<file path="src/rtl/if_id_pipe_reg.sv">
// ---------------------------------------------------------------------------
// if_id_pipe_reg
//
// IF/ID pipeline register that sits between the fetch stage (PC and
// instruction memory) and the decode/register-file stage. It holds its
// contents while the hazard unit requests a stall, and inserts a bubble
// (NOP, valid cleared) when branch/jump resolution requests a flush.
// A consecutive-stall watchdog raises a sticky flag after MAX_STALL
// back-to-back stall cycles.
//
// Optional build macro: IF_ID_STATS_EN
//   defined   -> stall_total / flush_total are saturating event counters
//   undefined -> stall_total / flush_total read constant 0, no counter flops
//
// Ports:
//   clk            in   1        rising-edge clock
//   rst            in   1        synchronous active-high reset
//   instr_in       in   INSTR_W  fetched instruction
//   pc_plus4_in    in   PC_W     PC+4 from fetch
//   valid_in       in   1        fetch slot holds a real instruction
//   stall          in   1        hold request from the hazard unit
//   flush          in   1        squash request (wins over stall)
//   instr_out      out  INSTR_W  registered instruction to decode
//   pc_plus4_out   out  PC_W     registered PC+4 (debug only when invalid)
//   valid_out      out  1        registered valid
//   stall_run      out  CNT_W    current consecutive-stall count (saturating)
//   stall_timeout  out  1        sticky watchdog flag, cleared only by rst
//   stall_total    out  CNT_W    total stall cycles (stats build only)
//   flush_total    out  CNT_W    total flushes (stats build only)
//
// Every output is driven directly by a flop (or a constant).
// ---------------------------------------------------------------------------
module if_id_pipe_reg #(
  parameter int unsigned INSTR_W   = 32,
  parameter int unsigned PC_W      = 32,
  parameter logic [31:0] NOP_INSTR = 32'h0000_0000,
  parameter int unsigned MAX_STALL = 8,
  parameter int unsigned CNT_W     = 8
) (
  input  logic               clk,
  input  logic               rst,
  input  logic [INSTR_W-1:0] instr_in,
  input  logic [PC_W-1:0]    pc_plus4_in,
  input  logic               valid_in,
  input  logic               stall,
  input  logic               flush,
  output logic [INSTR_W-1:0] instr_out,
  output logic [PC_W-1:0]    pc_plus4_out,
  output logic               valid_out,
  output logic [CNT_W-1:0]   stall_run,
  output logic               stall_timeout,
  output logic [CNT_W-1:0]   stall_total,
  output logic [CNT_W-1:0]   flush_total
);

  // NOP_INSTR is unsigned, so the size cast zero-extends or truncates.
  localparam logic [INSTR_W-1:0] NOP_W     = INSTR_W'(NOP_INSTR);
  localparam logic [CNT_W-1:0]   CNT_ONE   = CNT_W'(1);
  localparam logic [CNT_W-1:0]   CNT_SAT   = '1;
  localparam logic [CNT_W-1:0]   RUN_ARM   = CNT_W'(MAX_STALL - 1);

  // What the register does on the coming edge (reset handled separately).
  typedef enum logic [1:0] {
    ACT_LOAD  = 2'd0,
    ACT_STALL = 2'd1,
    ACT_FLUSH = 2'd2
  } act_e;

  act_e act;

  always_comb begin
    act = ACT_LOAD;
    if (flush) begin
      act = ACT_FLUSH;
    end else if (stall) begin
      act = ACT_STALL;
    end
  end

  // -------------------------------------------------------------------------
  // Data path: instruction, PC+4, valid
  // -------------------------------------------------------------------------
  logic [INSTR_W-1:0] instr_q, instr_d;
  logic [PC_W-1:0]    pc_q,    pc_d;
  logic               valid_q, valid_d;

  always_comb begin
    instr_d = instr_q;
    pc_d    = pc_q;
    valid_d = valid_q;
    unique case (act)
      ACT_FLUSH: begin
        instr_d = NOP_W;
        pc_d    = pc_plus4_in;  // kept for debug visibility only
        valid_d = 1'b0;
      end
      ACT_STALL: begin
        instr_d = instr_q;
        pc_d    = pc_q;
        valid_d = valid_q;
      end
      default: begin
        instr_d = instr_in;
        pc_d    = pc_plus4_in;
        valid_d = valid_in;
      end
    endcase
  end

  always_ff @(posedge clk) begin
    if (rst) begin
      instr_q <= NOP_W;
      pc_q    <= '0;
      valid_q <= 1'b0;
    end else begin
      instr_q <= instr_d;
      pc_q    <= pc_d;
      valid_q <= valid_d;
    end
  end

  assign instr_out    = instr_q;
  assign pc_plus4_out = pc_q;
  assign valid_out    = valid_q;

  // -------------------------------------------------------------------------
  // Consecutive-stall counter and sticky watchdog
  // -------------------------------------------------------------------------
  logic [CNT_W-1:0] run_q, run_d;
  logic             tmo_q, tmo_d;

  always_comb begin
    run_d = '0;
    tmo_d = tmo_q;
    if (act == ACT_STALL) begin
      run_d = (run_q == CNT_SAT) ? run_q : run_q + CNT_ONE;
      // Fires on the edge where the run would reach MAX_STALL.
      if (run_q == RUN_ARM) begin
        tmo_d = 1'b1;
      end
    end
  end

  always_ff @(posedge clk) begin
    if (rst) begin
      run_q <= '0;
      tmo_q <= 1'b0;
    end else begin
      run_q <= run_d;
      tmo_q <= tmo_d;
    end
  end

  assign stall_run     = run_q;
  assign stall_timeout = tmo_q;

  // -------------------------------------------------------------------------
  // Optional event statistics
  // -------------------------------------------------------------------------
`ifdef IF_ID_STATS_EN
  logic [CNT_W-1:0] stot_q, stot_d;
  logic [CNT_W-1:0] ftot_q, ftot_d;

  always_comb begin
    stot_d = stot_q;
    ftot_d = ftot_q;
    if ((act == ACT_STALL) && (stot_q != CNT_SAT)) begin
      stot_d = stot_q + CNT_ONE;
    end
    if ((act == ACT_FLUSH) && (ftot_q != CNT_SAT)) begin
      ftot_d = ftot_q + CNT_ONE;
    end
  end

  always_ff @(posedge clk) begin
    if (rst) begin
      stot_q <= '0;
      ftot_q <= '0;
    end else begin
      stot_q <= stot_d;
      ftot_q <= ftot_d;
    end
  end

  assign stall_total = stot_q;
  assign flush_total = ftot_q;
`else
  assign stall_total = '0;
  assign flush_total = '0;
`endif

endmodule

</file>
<file path="config.mk">
export PLATFORM = sky130hd
export DESIGN_NAME = if_id_pipe_reg
export DESIGN_NICKNAME = d
export VERILOG_FILES = /design/src/rtl/if_id_pipe_reg.sv
export SDC_FILE = /design/constraint.sdc
export NUM_CORES = 1
export LEC_CHECK = 0
export CORE_MARGIN = 1
export CORE_UTILIZATION = 41
export DETAILED_ROUTE_END_ITERATION = 8
export GPL_TIMING_DRIVEN = 0
export PLACE_DENSITY = 0.95
export SLEW_MARGIN = 10
export SYNTH_ARGS = -nofsm -noshare
export SYNTH_HDL_FRONTEND = slang
export SYNTH_SLANG_ARGS = --single-unit
export TNS_END_PERCENT = 10
</file>
<file path="constraint.sdc">
create_clock -name clk -period 4 [get_ports clk]
set_clock_uncertainty 0.1 [all_clocks]
set_input_delay 0.8 -clock clk [delete_from_list [all_inputs] [get_ports clk]]
set_output_delay 0.8 -clock clk [all_outputs]
set_load 0.02 [all_outputs]
</file>
==> metrics.txt, run 1 <==
most frequent cells in the layout clkdlybuf4s50_1, dfxtp_1, nand2_1, nor2_1; mean post-synth cell area 8.924 um2; Post-CTS Setup Repair Bufs 0; Mapped Cells 318; Crit path max-delay family buffers and inverters; commonest non-fill, non-tap cell in the layout clkdlybuf4s50_1; Tightest Pin Transition 0.5821 ns; Post-Layout Inst Area 0.004609 mm2; synthesized area 0.002838 mm2; Req. time, crit path 3.10 ns; # IOs 159; clock buffer depth 2; DRT iter0 DRCs 84; P per Cell Area 365.6 mW/mm2; WL per Instance 12.92 um; Crit Reg-Reg Startpoint stall_run[0]; worst-path cell chain clkdlybuf4s50_1; Clock Sinks 74; CTS buffer count 9; clock-pin slew on the worst setup and hold paths 0.07 ns; H-tree levels 3; Area growth syn-to-layout 62.43%; worst skew pair latency 0.32 ns; final global-route overflow total 0; first-pass GRT wire length 11520 um; HPWL after DPL 5684 um; ys flop type dfxtp_1; Slew headroom 61.11%; Synth Register Bits 74; largest net degree at the start of global routing 13; Worst Path Max Fanout 8; Final min period 2.342 ns; TritonCTS clock tree done; Cell Area, Placed 0.004392 mm2; PnR Total Power 1.685 mW; RePlAce Congestion 0.8180; crit path from stall_run[3]; die width 85.20 um; fraction of registers with async set/reset 0%; DRC errors left 0; share of layout cells above drive strength 1 9.611%; Warnings, synthesis 0; Clock Tree Root clkbuf_8; core area 0.006531 mm2; DR vias 2671; CP Class register to primary output; Fin. Hold Viols 0; min-delay src pc_plus4_out[15]; net count reported at finish 554; P_leak 1.916 nW; CP bufs+invs 1; Starting Density 43.45%; CTS resizes 0; Max Cap Viol 0; crit path launch type register; Setup violations, final 0; final worst-path cycle share 58.54%; reg2reg end stall_run[5]; WL final 7311 um; die area 0.007258 mm2; GR Util All Layers 20.18%; Reg2Reg Depth 5; n_diodes 0; post-synthesis cell type count 35; Setup crit end stall_run[3]; Post-synth EDFFs 0; I/O Buffers 140; slowest stage delay, CP 0.66 ns; pre-CTS setup slack 1.569 ns; die height 85.20 um; Vias/cell 4.719; Worst Setup End Kind primary output; peak supply drop 0.2323 mV; Pre-antenna DRT Iters 4; initial antenna violation count 0; # rows 29; number of global-route vias before repair 2619; status completed; crit path DAT 1.44 ns; max-slew violations 0; Max Clk Rate 427.0 MHz; WP depth 1; RSZ-0062 raised after global routing no; Antenna Nets Post-Route 0; worst hold path type register to register; final setup margin 1.658 ns; Register-to-Register Setup Slack 2.33 ns; CTS Hold Buffers Added 0; post-route setup TNS 0 ns; register area share after synthesis 52.20%; slowest CP cell clkdlybuf4s50_1
metal layers:
layer	track usage, %	routed length, um
met5	0	0
met4	7.858	53
met3	7.782	731
met2	36.00	3583
met1	21.45	2943
cell usage after synthesis (all sizes together) (2+ instances only):
cell type  instances  share of area [%]
clkbuf             9                1.5
mux2i             34                 12
and3               2               0.49
buf               27                6.2
nand2             69                9.2
nor2              35                4.6
o21ai              4               0.71
a31oi              3               0.66
nand2b             3               0.93
a21oi             34                6.0
nor3               4               0.71
dfxtp             74                 52
nand3              4               0.71
tightest hold or removal path, delay by kind of cell (launching register included):
family,cells,cell delay (ns)
flops,1,0.31
simple gates,1,0.05
compound gates,1,0.05
flip-flops by register name (all words and copies together) (netlist names):
register	cells
valid_out	1
instr_out	32
stall_timeout	1
stall_run	8
pc_plus4_out	32
how the worst min path moves through the flow:
stage	slack [ns]	cells after the start	to
floorplan	0.42	2	pc_plus4_out[0]
global placement	0.34	2	pc_plus4_out[0]
detailed placement	0.34	2	pc_plus4_out[15]
CTS	0.35	2	pc_plus4_out[15]
global route	0.37	2	pc_plus4_out[15]
finish	0.35	2	pc_plus4_out[15]
cell type report:
| cell class | instances | area, um2 |
|---|---|---|
| multi-input cells | 222 | 1189 |
| plain buffers | 36 | 220.2 |
| fillers | 487 | 1922 |
| inverters | 1 | 3.754 |
| clock buffers | 10 | 137.6 |
| flip-flops and latches | 74 | 1481 |
| repair buffers | 140 | 1401 |
| clock inverters | 6 | 80.08 |
| well taps | 77 | 96.34 |
per-stage QoR:
stage	hold WS (ns)	instances	utilization, %
final	0.3521	566	70.57
after global routing	0.3709	566	70.57
after CTS	0.3544	566	70.57
after detailed placement	0.3442	550	67.24
after global placement	0.3357	550	67.24
after floorplan	0.4250	333	-
power by group:
| group | switching, mW | internal (mW) | total [mW] | leakage, nW |
|---|---|---|---|---|
| clock | 0.256 | 0.364 | 0.620 | 0.116 |
| sequential | 0.0160 | 0.768 | 0.784 | 0.607 |
| combinational | 0.129 | 0.152 | 0.281 | 1.19 |
cells by family after synthesis:
logic type                 share of synthesized area (%)
other                                             0.1321
adders and majority gates                         0.4408
DFF                                                52.20
and+or+nand+nor                                    18.61
muxes                                              11.99
AOI/OAI and AO/OA                                  8.731
buffers and inverters                              7.892
Power figures use the tool's default switching activity.
==> inputs of run 2 (changes only) <==
- CORE_UTILIZATION: 41 -> 38
- PLACE_DENSITY: 0.95 -> 0.9
- clock period: 4 -> 2.4 ns (I/O delays scaled with it)
==> metrics.txt, run 2 (synthesis results as in run 1) <==
status completed (unchanged); Fin. Hold Viols 0 (unchanged); final worst-path cycle share 85.00%; commonest non-fill, non-tap cell in the layout clkdlybuf4s50_1 (unchanged); Starting Density 39.12% (was 43.45%); most frequent cells in the layout clkdlybuf4s50_1, dfxtp_1, nand2_1, nor2_1 (unchanged); die width 88.42 um (was 85.20 um); Area growth syn-to-layout 64.20% (was 62.43%); GR Util All Layers 18.71% (was 20.18%); Pre-antenna DRT Iters 4 (unchanged); crit path launch type register (unchanged); die area 0.007817 mm2 (was 0.007258 mm2); busiest grt layer met2 (unchanged); Clock Sinks 74 (unchanged); WP depth 1 (unchanged); worst-path cell chain clkdlybuf4s50_1 (unchanged); net count reported at finish 554 (unchanged); P_leak 1.918 nW (was 1.916 nW); P per Cell Area 627.6 mW/mm2 (was 365.6 mW/mm2); CP Class register to primary output (unchanged); clock-pin slew on the worst setup and hold paths 0.08 ns (was 0.07 ns); crit path from stall_run[3] (unchanged); Setup crit end stall_run[3] (unchanged); DR vias 2731 (was 2671); crit path DAT 1.46 ns (was 1.44 ns); Placed Cells 572 (was 550); H-tree levels 3 (unchanged); Setup violations, final 0 (unchanged); Antenna Nets Post-Route 0 (unchanged); Reg2Reg Depth 5 (unchanged); CTS Hold Buffers Added 0 (unchanged); clock buffer depth 2 (unchanged); CP bufs+invs 1 (unchanged); CTS resizes 0 (unchanged); core area 0.007253 mm2 (was 0.006531 mm2); Max Clk Rate 490.2 MHz; WL final 7555 um (was 7311 um); post-route setup TNS 0 ns (unchanged); Fillers 586 (was 487); RSZ-0062 raised after global routing no (unchanged); Final min period 2.040 ns; CTS buffer count 9 (unchanged); Crit path max-delay family buffers and inverters (unchanged); die height 88.42 um (was 85.20 um); fin cells 587 (was 566); met1 usage 19.79% (was 21.45%); share of layout cells above drive strength 1 9.426% (was 9.611%); Clock Tree Root clkbuf_8 (unchanged); Slew headroom 63.03% (was 61.11%); RePlAce Congestion 0.8720 (was 0.8180); first-pass GRT wire length 11320 um (was 11520 um); largest net degree at the start of global routing 13 (unchanged); Vias/cell 4.652 (was 4.719); max-slew violations 0 (unchanged); TritonCTS clock tree done (unchanged); Req. time, crit path 1.82 ns (was 3.10 ns); Max Cap Viol 0 (unchanged); Register-to-Register Setup Slack 0.66 ns (was 2.33 ns); Tightest Pin Transition 0.5533 ns (was 0.5821 ns); M3 GR Usage 6.530% (was 7.782%); DRT iter0 DRCs 66 (was 84); I/O Buffers 140 (unchanged); Worst Path Max Fanout 8 (unchanged); GRT met2 Usage 33.99% (was 36.00%); slowest stage delay, CP 0.66 ns (about the same); n_diodes 0 (unchanged); Worst Setup End Kind primary output (unchanged); Post-CTS Setup Repair Bufs 0 (unchanged); slowest CP cell clkdlybuf4s50_1 (unchanged); reg2reg end stall_run[5] (unchanged); WL per Instance 12.87 um (was 12.92 um); # IOs 159 (unchanged); worst hold path type primary input to register (was register to register); number of global-route vias before repair 2504 (was 2619); Crit Reg-Reg Startpoint stall_run[0] (unchanged); peak supply drop 0.3797 mV (was 0.2323 mV); worst skew pair latency 0.33 ns (was 0.32 ns); DRC errors left 0 (unchanged); HPWL after DPL 5892 um (was 5684 um); final global-route overflow total 0 (unchanged); initial antenna violation count 0 (unchanged); # rows 31 (was 29)
==> run 2: cell count changes in the layout (fill, tap and decap cells not counted) <==
| cell | before | now |
|---|---|---|
| clkinvlp_4 | 0 | 1 |
| clkinv_2 | 4 | 1 |
| bufinv_16 | 2 | 3 |
==> run 2: area by class of cell <==
cell class	instances	area (um2)	area share, %
Tap cell	99	123.9	2.658
Buffer	36	220.2	4.726
Multi-Input combinational cell	222	1189	25.51
Clock inverter	5	102.6	2.202
Clock buffer	10	137.6	2.954
Timing Repair Buffer	140	1401	30.08
Sequential cell	74	1481	31.79
Inverter	1	3.754	0.08056
==> run 2: metal layers <==
layer | wire length [um] | up-vias | share of wire [%]
met2 | 3678 | 137 | 49
li1 | - | 1350 | -
met4 | 171 | 0 | 2.3
met3 | 730 | 18 | 9.7
met5 | 0 | - | 0
met1 | 2974 | 1226 | 39
==> run 2: worst min-delay path by stage <==
stage	from	endpoint	cells past startpoint
5_1_grt	rst	pc_plus4_out[31]	2
3_5_place_dp	pc_plus4_out[30]	pc_plus4_out[30]	2
3_3_place_gp	pc_plus4_out[0]	pc_plus4_out[0]	2
6_report	rst	pc_plus4_out[31]	2
2_1_floorplan	pc_plus4_out[0]	pc_plus4_out[0]	2
4_1_cts	rst	pc_plus4_out[31]	2
==> run 2: where the power goes <==
group	leakage (nW)	switching (mW)	total, mW	internal, mW
clock	0.118	0.437	1.15	0.712
sequential	0.607	0.0268	1.31	1.28
combinational	1.19	0.215	0.469	0.254
==> run 2: worst register-to-register path: cells and delay by family, from the launching register on <==
kind	cells	cell delay, ns
AOI/OAI and AO/OA	1	0.36
adders and majority gates	1	0.27
buffers and inverters	1	0.14
DFF	1	0.36
muxes	1	0.22
and+or+nand+nor	1	0.22
==> run 2: metrics by stage <==
step,worst slack [ns],cell area (um2),power (mW),hold WS [ns],util (%)
finish,0.3600,4659,2.924,0.2718,64.24
global route,0.2942,4659,3.054,0.2643,64.24
CTS,0.3502,4659,2.949,0.2677,64.24
detailed placement,0.2973,4419,1.805,0.3428,60.93
global placement,0.3273,4419,1.790,0.3353,60.93
floorplan,0.7837,2894,1.562,0.4250,-
==> inputs of run 3 (changes only) <==
- ABC_CLOCK_PERIOD_IN_PS: unset -> 2400
- CORE_ASPECT_RATIO: unset -> 1.1
- PLACE_DENSITY: 0.9 -> 0.86
==> metrics.txt, run 3 (synthesis results as in run 1) <==
Antenna Nets Post-Route 0 (unchanged); crit path from stall_run[3] (unchanged); WL per Instance 13.00 um (was 12.87 um); commonest non-fill, non-tap cell in the layout clkdlybuf4s50_1 (unchanged); Met3 Routed Length 790 um (was 730 um); status finished with violations (was completed); Hold Path Depth 2 (unchanged); Fillers 601 (was 586); clock buffer depth 2 (unchanged); DR vias 2675 (was 2731); DRC errors left 14 (was 0); top sig layer met4 (unchanged); first-pass GRT wire length 11870 um (was 11320 um); CTS Hold Buffers Added 0 (unchanged); Util after Layout 64.17% (was 64.24%); Crit Reg-Reg Startpoint stall_run[0] (unchanged); Final min period 2.042 ns (was 2.040 ns); clock-pin slew on the worst setup and hold paths 0.07 ns (was 0.08 ns); initial antenna violation count 0 (unchanged); Slew headroom 62.52% (was 63.03%); max-slew violations 0 (unchanged); Tightest Pin Transition 0.5609 ns (was 0.5533 ns); TritonCTS clock tree done (unchanged); Clock Tree Root clkbuf_8 (unchanged); CP Class register to primary output (unchanged); DRT met1 WL 2895 um (was 2974 um); Post-CTS Setup Repair Bufs 0 (unchanged); P per Cell Area 573.9 mW/mm2 (was 627.6 mW/mm2); H-tree levels 3 (unchanged); CTS resizes 0 (unchanged); slowest CP cell clkdlybuf4s50_1 (unchanged); Post-Layout Inst Area 0.004573 mm2 (was 0.004659 mm2); CP bufs+invs 1 (unchanged); CTS buffer count 9 (unchanged); Fin. Hold Viols 0 (unchanged); HPWL after DPL 5697 um (was 5892 um); final global-route overflow total 0 (unchanged); most frequent cells in the layout clkdlybuf4s50_1, dfxtp_1, nand2_1, nor2_1 (unchanged); die width 84.40 um (was 88.42 um); WP depth 1 (unchanged); largest net degree at the start of global routing 12 (was 13); die height 92.64 um (was 88.42 um); RSZ-0062 raised after global routing no (unchanged); n_diodes 0 (unchanged); Max Clk Rate 489.8 MHz (was 490.2 MHz); Req. time, crit path 1.82 ns (about the same); Vias/cell 4.668 (was 4.652); violated checks DRC; P_leak 1.885 nW (was 1.918 nW); Area growth syn-to-layout 61.16% (was 64.20%); Clock Sinks 74 (unchanged); slowest stage delay, CP 0.66 ns (about the same); Max Cap Viol 0 (unchanged); DRT iter0 DRCs 68 (was 66); crit path DAT 1.46 ns (about the same); worst-path cell chain clkdlybuf4s50_1 (unchanged); Pre-antenna DRT Iters 7 (was 4); PnR Total Power 2.624 mW (was 2.924 mW); final worst-path cycle share 85.07% (was 85.00%); worst hold path type primary input to register (unchanged); Worst Path Max Fanout 8 (unchanged); I/O Buffers 140 (unchanged); Cell Area, Placed 0.004402 mm2 (was 0.004419 mm2); number of global-route vias before repair 2617 (was 2504); min-delay src rst (unchanged); Worst Setup End Kind primary output (unchanged); met2 routed WL 3608 um (was 3678 um); # rows 32 (was 31); fin cells 573 (was 587); Reg2Reg Depth 5 (unchanged); share of layout cells above drive strength 1 9.016% (was 9.426%); core area 0.007127 mm2 (was 0.007253 mm2); post-route setup TNS 0 ns (unchanged); GR Util All Layers 19.40% (was 18.71%); die area 0.007818 mm2 (was 0.007817 mm2); # IOs 159 (unchanged); worst skew pair latency 0.33 ns (about the same); crit path launch type register (unchanged); WL final 7447 um (was 7555 um); net count reported at finish 554 (unchanged); Placed Cells 558 (was 572); RePlAce Congestion 0.8529 (was 0.8720); peak supply drop 0.4817 mV (was 0.3797 mV); Starting Density 39.82% (was 39.12%); Crit path max-delay family buffers and inverters (unchanged); Setup violations, final 0 (unchanged)
==> run 3: layout make-up <==
cell class,count,area [um2],share of cell area [%]
tap,85,106.4,2.326
inverter,1,3.754,0.08208
clock buffer,13,158.9,3.475
buffer,36,220.2,4.815
sequential,74,1481,32.39
clock inverter,2,12.51,0.2736
timing repair buffer,140,1401,30.64
multi-input combinational,222,1189,25.99
==> run 3: through the flow <==
stage,setup WS (ns),hold slack (ns)
after global placement,0.3650,0.3374
after floorplan,0.7837,0.4250
after CTS,0.3385,0.2673
after detailed placement,0.2987,0.3438
final,0.3584,0.2763
after global routing,0.2700,0.2654
==> run 3: final timing paths <==
| path | slack (ns) | end |
|---|---|---|
| setup / recovery | 0.36 | stall_run[3] |
| hold / removal | 0.28 | pc_plus4_out[1] |
| setup reg to reg | 0.74 | stall_run[5] |
| hold reg to reg | 0.35 | pc_plus4_out[22] |
==> run 3: metal layers <==
| metal | vias to the layer above | global-route usage, % |
|---|---|---|
| met1 | 1187 | 20.01 |
| met5 | - | 0 |
| li1 | 1346 | - |
| met4 | 0 | 8.475 |
| met2 | 130 | 34.70 |
| met3 | 12 | 7.843 |
==> run 3: power breakdown <==
group	leakage [nW]	internal, mW	switching (mW)
Clock	0.0855	0.426	0.421
Sequential	0.607	1.28	0.0275
Combinational	1.19	0.254	0.216
